[config.mk]
export PLATFORM = sky130hd
export DESIGN_NAME = ucdp_sfifo
export DESIGN_NICKNAME = d
export VERILOG_FILES = /design/src/rtl/ucdp_sfifo.sv
export SDC_FILE = /design/constraint.sdc
export NUM_CORES = 1
export LEC_CHECK = 0
export CAP_MARGIN = 20
export CORE_ASPECT_RATIO = 1.5
export CORE_MARGIN = 8
export CORE_UTILIZATION = 55
export DETAILED_ROUTE_END_ITERATION = 10
export PLACE_DENSITY = 0.9
export SLEW_MARGIN = 0
export SYNTH_ARGS = -nofsm -noshare
export SYNTH_HDL_FRONTEND = slang
export SYNTH_SLANG_ARGS = --single-unit
export TNS_END_PERCENT = 50
[constraint.sdc]
create_clock -name main_clk_i -period 4 [get_ports main_clk_i]
set_input_delay 1.2 -clock main_clk_i [delete_from_list [all_inputs] [get_ports main_clk_i]]
set_output_delay 1.2 -clock main_clk_i [all_outputs]
set_load 0.05 [all_outputs]
[src/rtl/ucdp_sfifo.sv]
// Single-clock first-word-fall-through FIFO of arbitrary depth.
// Provides level, almost-full/almost-empty flags, a flush, and sticky overflow/underflow flags.
module ucdp_sfifo #(
   parameter int unsigned dwidth_p        = 8,
   parameter int unsigned depth_p         = 4,
   parameter int unsigned lwidth_p        = $clog2(depth_p + 1),
   parameter int unsigned afull_thresh_p  = depth_p - 1,
   parameter int unsigned aempty_thresh_p = 1
) (
   input  logic                main_clk_i,
   input  logic                main_rst_an_i,
   input  logic                flush_i,
   input  logic                err_clr_i,
   input  logic                wr_en_i,
   input  logic [dwidth_p-1:0] wr_data_i,
   output logic                full_o,
   output logic                afull_o,
   output logic [lwidth_p-1:0] space_avail_o,
   input  logic                rd_en_i,
   output logic [dwidth_p-1:0] rd_data_o,
   output logic                empty_o,
   output logic                aempty_o,
   output logic [lwidth_p-1:0] level_o,
   output logic                overflow_o,
   output logic                underflow_o
);

   localparam int unsigned pwidth_lp = $clog2(depth_p);

   typedef logic [pwidth_lp-1:0] ptr_t;
   typedef logic [lwidth_p-1:0]  lvl_t;

   localparam ptr_t last_ptr_lp   = ptr_t'(depth_p - 1);
   localparam lvl_t depth_lvl_lp  = lvl_t'(depth_p);
   localparam lvl_t afull_lvl_lp  = lvl_t'(afull_thresh_p);
   localparam lvl_t aempty_lvl_lp = lvl_t'(aempty_thresh_p);

   logic [dwidth_p-1:0] mem_q [depth_p];

   ptr_t wr_ptr_q, wr_ptr_d;
   ptr_t rd_ptr_q, rd_ptr_d;
   lvl_t level_q, level_d;
   lvl_t space_q, space_d;
   logic full_q, full_d;
   logic empty_q, empty_d;
   logic afull_q, afull_d;
   logic aempty_q, aempty_d;
   logic ovf_q, ovf_d;
   logic unf_q, unf_d;
   logic wr_acc, rd_acc, mem_we;

   always_comb begin
      // Accept decisions look only at registered flags, so a full FIFO rejects a write
      // even when a read frees an entry in the same cycle.
      wr_acc   = wr_en_i & ~full_q;
      rd_acc   = rd_en_i & ~empty_q;
      mem_we   = wr_acc & ~flush_i;
      wr_ptr_d = wr_ptr_q;
      rd_ptr_d = rd_ptr_q;
      level_d  = level_q;
      if (flush_i) begin
         wr_ptr_d = '0;
         rd_ptr_d = '0;
         level_d  = '0;
      end else begin
         if (wr_acc) begin
            wr_ptr_d = (wr_ptr_q == last_ptr_lp) ? '0 : wr_ptr_q + ptr_t'(1);
         end
         if (rd_acc) begin
            rd_ptr_d = (rd_ptr_q == last_ptr_lp) ? '0 : rd_ptr_q + ptr_t'(1);
         end
         level_d = level_q + lvl_t'(wr_acc) - lvl_t'(rd_acc);
      end
      full_d   = (level_d == depth_lvl_lp);
      empty_d  = (level_d == '0);
      afull_d  = (level_d >= afull_lvl_lp);
      aempty_d = (level_d <= aempty_lvl_lp);
      space_d  = depth_lvl_lp - level_d;
      // Set beats clear; a request discarded by flush never counts as an error.
      ovf_d    = (~flush_i & wr_en_i & full_q) | (ovf_q & ~err_clr_i);
      unf_d    = (~flush_i & rd_en_i & empty_q) | (unf_q & ~err_clr_i);
   end

   always_ff @(posedge main_clk_i or negedge main_rst_an_i) begin
      if (!main_rst_an_i) begin
         wr_ptr_q <= '0;
         rd_ptr_q <= '0;
         level_q  <= '0;
         space_q  <= depth_lvl_lp;
         full_q   <= 1'b0;
         empty_q  <= 1'b1;
         afull_q  <= 1'b0;
         aempty_q <= 1'b1;
         ovf_q    <= 1'b0;
         unf_q    <= 1'b0;
      end else begin
         wr_ptr_q <= wr_ptr_d;
         rd_ptr_q <= rd_ptr_d;
         level_q  <= level_d;
         space_q  <= space_d;
         full_q   <= full_d;
         empty_q  <= empty_d;
         afull_q  <= afull_d;
         aempty_q <= aempty_d;
         ovf_q    <= ovf_d;
         unf_q    <= unf_d;
      end
   end

   always_ff @(posedge main_clk_i) begin
      if (mem_we) begin
         mem_q[wr_ptr_q] <= wr_data_i;
      end
   end

   assign rd_data_o     = mem_q[rd_ptr_q];
   assign full_o        = full_q;
   assign empty_o       = empty_q;
   assign afull_o       = afull_q;
   assign aempty_o      = aempty_q;
   assign space_avail_o = space_q;
   assign level_o       = level_q;
   assign overflow_o    = ovf_q;
   assign underflow_o   = unf_q;

`ifndef SYNTHESIS
   a_params: assert property (@(posedge main_clk_i)
      (dwidth_p >= 1) && (depth_p >= 2) && (depth_p < (1 << lwidth_p)) &&
      (afull_thresh_p >= 1) && (afull_thresh_p <= depth_p) &&
      (aempty_thresh_p <= depth_p - 1));
   a_level: assert property (@(posedge main_clk_i) disable iff (!main_rst_an_i)
      level_o <= depth_lvl_lp);
   a_full_empty: assert property (@(posedge main_clk_i) disable iff (!main_rst_an_i)
      !(full_o && empty_o));
`endif

endmodule

# Word-level counts from Yosys, hierarchy flattened
# Memory sizes are Yosys's and may differ from the RTL's.
# Cells that the tools add are included.
[totals]
input_bits = 14
register_bits = 16
wordCells = 48
output_inout_bits = 20
mem_count = 1
mem_bits_rw = 32
[op_classes]
mux = 9
reduce_logical = 3
n_addsub = 5
bitwise_logic = 15
order_cmp = 2
n_eq_ne = 3
[memory_table]
columns = ["name", "words", "width", "read_ports", "rd_clocked_by_memory_dff", "wr", "line", "source"]
rows = [
  ["mem_q", 4, 8, 1, 0, 1, "38", "logic [dwidth_p-1:0] mem_q [depth_p];"],
]
[ops]
columns = ["cell", "n"]
rows = [
  ["2-to-1 mux 2 bit", 6],
  ["bitwise AND 1 bit", 9],
  ["adder 2 x 1 -> 2 bit, second input constant", 2],
  ["equality test 2 bit, second input constant", 2],
  ["inverter 1 bit", 4],
  ["nonzero test 2 bit", 2],
  ["adder 3 x 1 -> 3 bit", 1],
  ["equality test 3 bit, second input constant", 1],
  [">= comparator 3 x 2 -> 1 bit, second input constant", 1],
  ["<= comparator 3 x 1 -> 1 bit, second input constant", 1],
  ["logical NOT 3 bit", 1],
  ["2-to-1 mux 3 bit", 1],
  ["subtractor 3 x 1 -> 3 bit", 1],
  ["subtractor 3 bit, first input constant", 1],
  ["2-to-1 mux 1 bit", 2],
  ["OR 1 bit", 2],
]

# Depth between registers and ports, before layout
[depth]
ltp_word = 6
ltp_mapped = 11
depth_no_buf = 11

# Worst setup path before layout
# OpenSTA, ideal clock, no wires.
[synth_timing]
path_kind = "input to register"
start = "input wr_en_i"
end = "register space_q[2], in the netlist space_avail_o[2]"
setup_time_ns = 0.058
t_required_ns = 3.942
path_slack_ns = 0.696
path_buffers = 0
path_stages = 11
arrival_time_ns = 3.246
cell_sequence = "nor2b_1 > inv_1 > ha_1 > inv_1 > ha_1 > fa_1 > xor3_1 > nor2_2 > inv_1 > ha_1 > inv_1"
[synth_between]
elab_chain_len = 5
[synth_rtl]
columns = ["element", "line", "source"]
rows = [
  ["start, declared", "14", "input logic wr_en_i,"],
  ["bitwise AND 1 bit", "55", "wr_acc = wr_en_i & ~full_q;"],
  ["adder 3 x 1 -> 3 bit", "72", "level_d = level_q + lvl_t'(wr_acc) - lvl_t'(rd_acc);"],
  ["subtractor 3 x 1 -> 3 bit", "72", ""],
  ["2-to-1 mux 3 bit", "61", "if (flush_i) begin"],
  ["net level_d[2]", "42", "lvl_t level_q, level_d;"],
  ["subtractor 3 bit", "78", "space_d = depth_lvl_lp - level_d;"],
  ["net space_d[2]", "43", "lvl_t space_q, space_d;"],
  ["end signal, assigned", "89", "space_q <= depth_lvl_lp;"],
  ["end signal, assigned", "100", "space_q <= space_d;"],
  ["end, declared", "43", ""],
]
# The timed path passes the listed nets, and every way through them passes these cells.
# A chain may end at the register's enable or synchronous reset.

# Worst setup path after layout
[layout_timing]
start = "register rd_ptr_q[0]"
end = "output rd_data_o[4]"
[layout_between]
elab_chain_len = 1
[layout_rtl]
columns = ["element", "line", "source"]
rows = [
  ["start, declared", "41", "ptr_t rd_ptr_q, rd_ptr_d;"],
  ["start signal, assigned", "98", "rd_ptr_q <= rd_ptr_d;"],
  ["memory (4 x 8 bit)", "-", ""],
  ["end, declared", "20", "output logic [dwidth_p-1:0] rd_data_o,"],
]
# No other way between the ends.

==> metrics <==
status=finished clean; wire per inst=18.46 microns; CTS Root Buffer Type=clkbuf_8; Cell Count, Final, Fillers Out=193; initial antenna violation count=0; largest net degree at the start of global routing=16; CTS clk-pin slew, worst paths=80 ps; sequential area share after synthesis=0.6887; Initial Util=0.5751; IO Port Bufs=33; Diodes inserted=0; io pins=34; Slew HR=0.5585; Worst Tran Pin Value=660.2 ps; fmax=280.7 MHz; EDFF count, synth=32; area of the core=3383 sq um; Layout area overhead=24.18%; register bit total from synthesis=47; grt met2 use=0.2387; top-area cell type share of the netlist area=0.4939; cell taking the most area after synthesis=edfxtp_1; vias in the first global route=1,213; met3 GRT Util=0.05323; Worst Skew=3.684 ps; Yosys cell types=25; RSZ-0062 raised after global routing=false; Async SR Flop Fraction=0.3191; Vias=1,032; crit path max fanout=11; peak supply drop=0.5757 mV; Synth area leaders=edfxtp_1 (49%), dfrtp_1 (15%), mux4_2 (9.3%); setup bufs post-CTS=0; WL final=3.563 mm; clock sink total=47; Via density=5.347; Placer Congestion=0.6991; layer carrying the most global-route usage=met2; cells after synthesis=112; placed cell count=185; depth of the CTS H-tree=2; worst min-delay path class=reg -> reg; Total Die Area=5736 sq um; CTS tree=done; fin util=0.7141; top_reg_cell synth=edfxtp_1; antenna-violating nets left=0; share of layout cells above drive strength 1=0.1391; GR Layer Usage met1=0.1339; grt total ovfl=0; power density over the cells=682.1 nW/um^2; crit path DAT=2360 ps; Max Cap Viol=0; # fillers=224; leakage power=0.9350 nW; row count=26; placed cell area=2316 sq um; # setup viols final=0; post-DP HPWL=2.674 mm; Die Width=64.56 microns; Setup WS post-layout=437.2 ps; 1st-iter DRT viols=40; Ys Warns=0; first-pass GRT wire length=5.720 mm; PostCTS Resize Cnt=0; Crit. End Element=output port; Mapped Nets=138; min Tclk post-route=3563 ps; Max Slew Vio Count=0; All-Layer GR Usage=0.1343; Hold-fix buffers, CTS=0; syn avg cell area=17.37 sq um; Final Cycle Share=0.8907; number of CTS-inserted buffers=5; final hold violations=0; Final Cell Area=2416 sq um; critical path class=reg -> out; DRT Pass-1 Iters=4; CP Data Required Time=2800 ps; drc violations=0; Setup WS pre-CTS=145.8 ps; Mapped Area=1946 sq um; top-count cell post-synth=edfxtp_1; CTS Buffer Depth=2; startpoint types=flop; Final nets=176; Clock Latency Late Sink=290 ps; top post-synthesis cells by count=edfxtp_1 (32), dfrtp_1 (12), inv_1 (12); Total Negative Setup Slacks=0 ps; Die Span Y=88.85 microns
cell families after synthesis:
logic type,after synthesis,synth area share
DFF,47,0.6887
AOI/OAI and AO/OA,3,0.008357
and+or+nand+nor,21,0.05916
adders and majority gates,12,0.08103
buffers and inverters,16,0.03729
muxes,12,0.1132
xor gates and xnor gates,1,0.01222
metal layers:
| metal | wire, microns | part of all wire |
|---|---|---|
| met5 | 0 | 0 |
| met4 | 78 | 0.022 |
| met3 | 265 | 0.074 |
| met2 | 1889 | 0.53 |
| met1 | 1330 | 0.37 |
report_power, final:
part,leakage (nW),total [mW],internal [mW],switching (mW)
clock network,0.0515,0.301,0.158,0.143
registers,0.481,0.658,0.605,0.0537
logic,0.403,0.689,0.258,0.430
total,0.935,1.65,1.02,0.627
state kept, by name, indices dropped and copies added (netlist names):
name           cells
mem_q             32
space_avail_o      3
level_o            2
rd_ptr_q           2
wr_ptr_q           2
aempty_o           1
afull_o            1
empty_o            1
full_o             1
overflow_o         1
underflow_o        1
worst paths after layout:
kind	start	end	slack [ps]	depth (start not counted)
min in group asynchronous	main_rst_an_i	rd_ptr_q[1]$_DFFE_PN0P_	1310	1
worst min register to register	underflow_o$_DFF_PN0_	underflow_o$_DFF_PN0_	560	2
max in group asynchronous	main_rst_an_i	wr_ptr_q[0]$_DFFE_PN0P_	2270	1
worst min-delay path	underflow_o$_DFF_PN0_	underflow_o$_DFF_PN0_	560	2
worst max register to register	empty_o$_DFF_PN1_	space_avail_o[2]$_DFF_PN1_	1480	10
worst max-delay path	rd_ptr_q[0]$_DFFE_PN0P_	rd_data_o[4]	440	2
placed cells by master (no fill, tap or decap), drive strengths merged, types with 3 or more instances in the layout:
cell and count:
nor2 8, clkbuf 8, mux4 8, ha 11
edfxtp 32, dfstp 3, inv 12, dfrtp 12
mux2i 4, and2 4, clkdlybuf4s50 33
critical path, cell delays in order, from the launching register on:
cell             delay, ps
dfrtp_1                750
mux4_2                 590
clkdlybuf4s50_1        720
final cells by class:
| cell class | count | area, sq um | share of cell area |
|---|---|---|---|
| Multi-Input combinational cell | 49 | 533.0 | 0.2206 |
| Timing Repair Buffer | 35 | 345.3 | 0.1429 |
| Tap cell | 42 | 52.55 | 0.02175 |
| Inverter | 12 | 45.04 | 0.01864 |
| Sequential cell | 47 | 1340 | 0.5546 |
| Clock buffer | 8 | 100.1 | 0.04143 |
through the flow:
stage / hold slack (ps) / total power, mW
6_report: 555.2 / 1.648
3_5_place_dp: 548.1 / 1.361
3_3_place_gp: 523.4 / 1.335
4_1_cts: 562.8 / 1.665
2_1_floorplan: 538.2 / 1.132
5_1_grt: 582.8 / 1.727
Note: power is estimated with default switching activity, not from simulation.
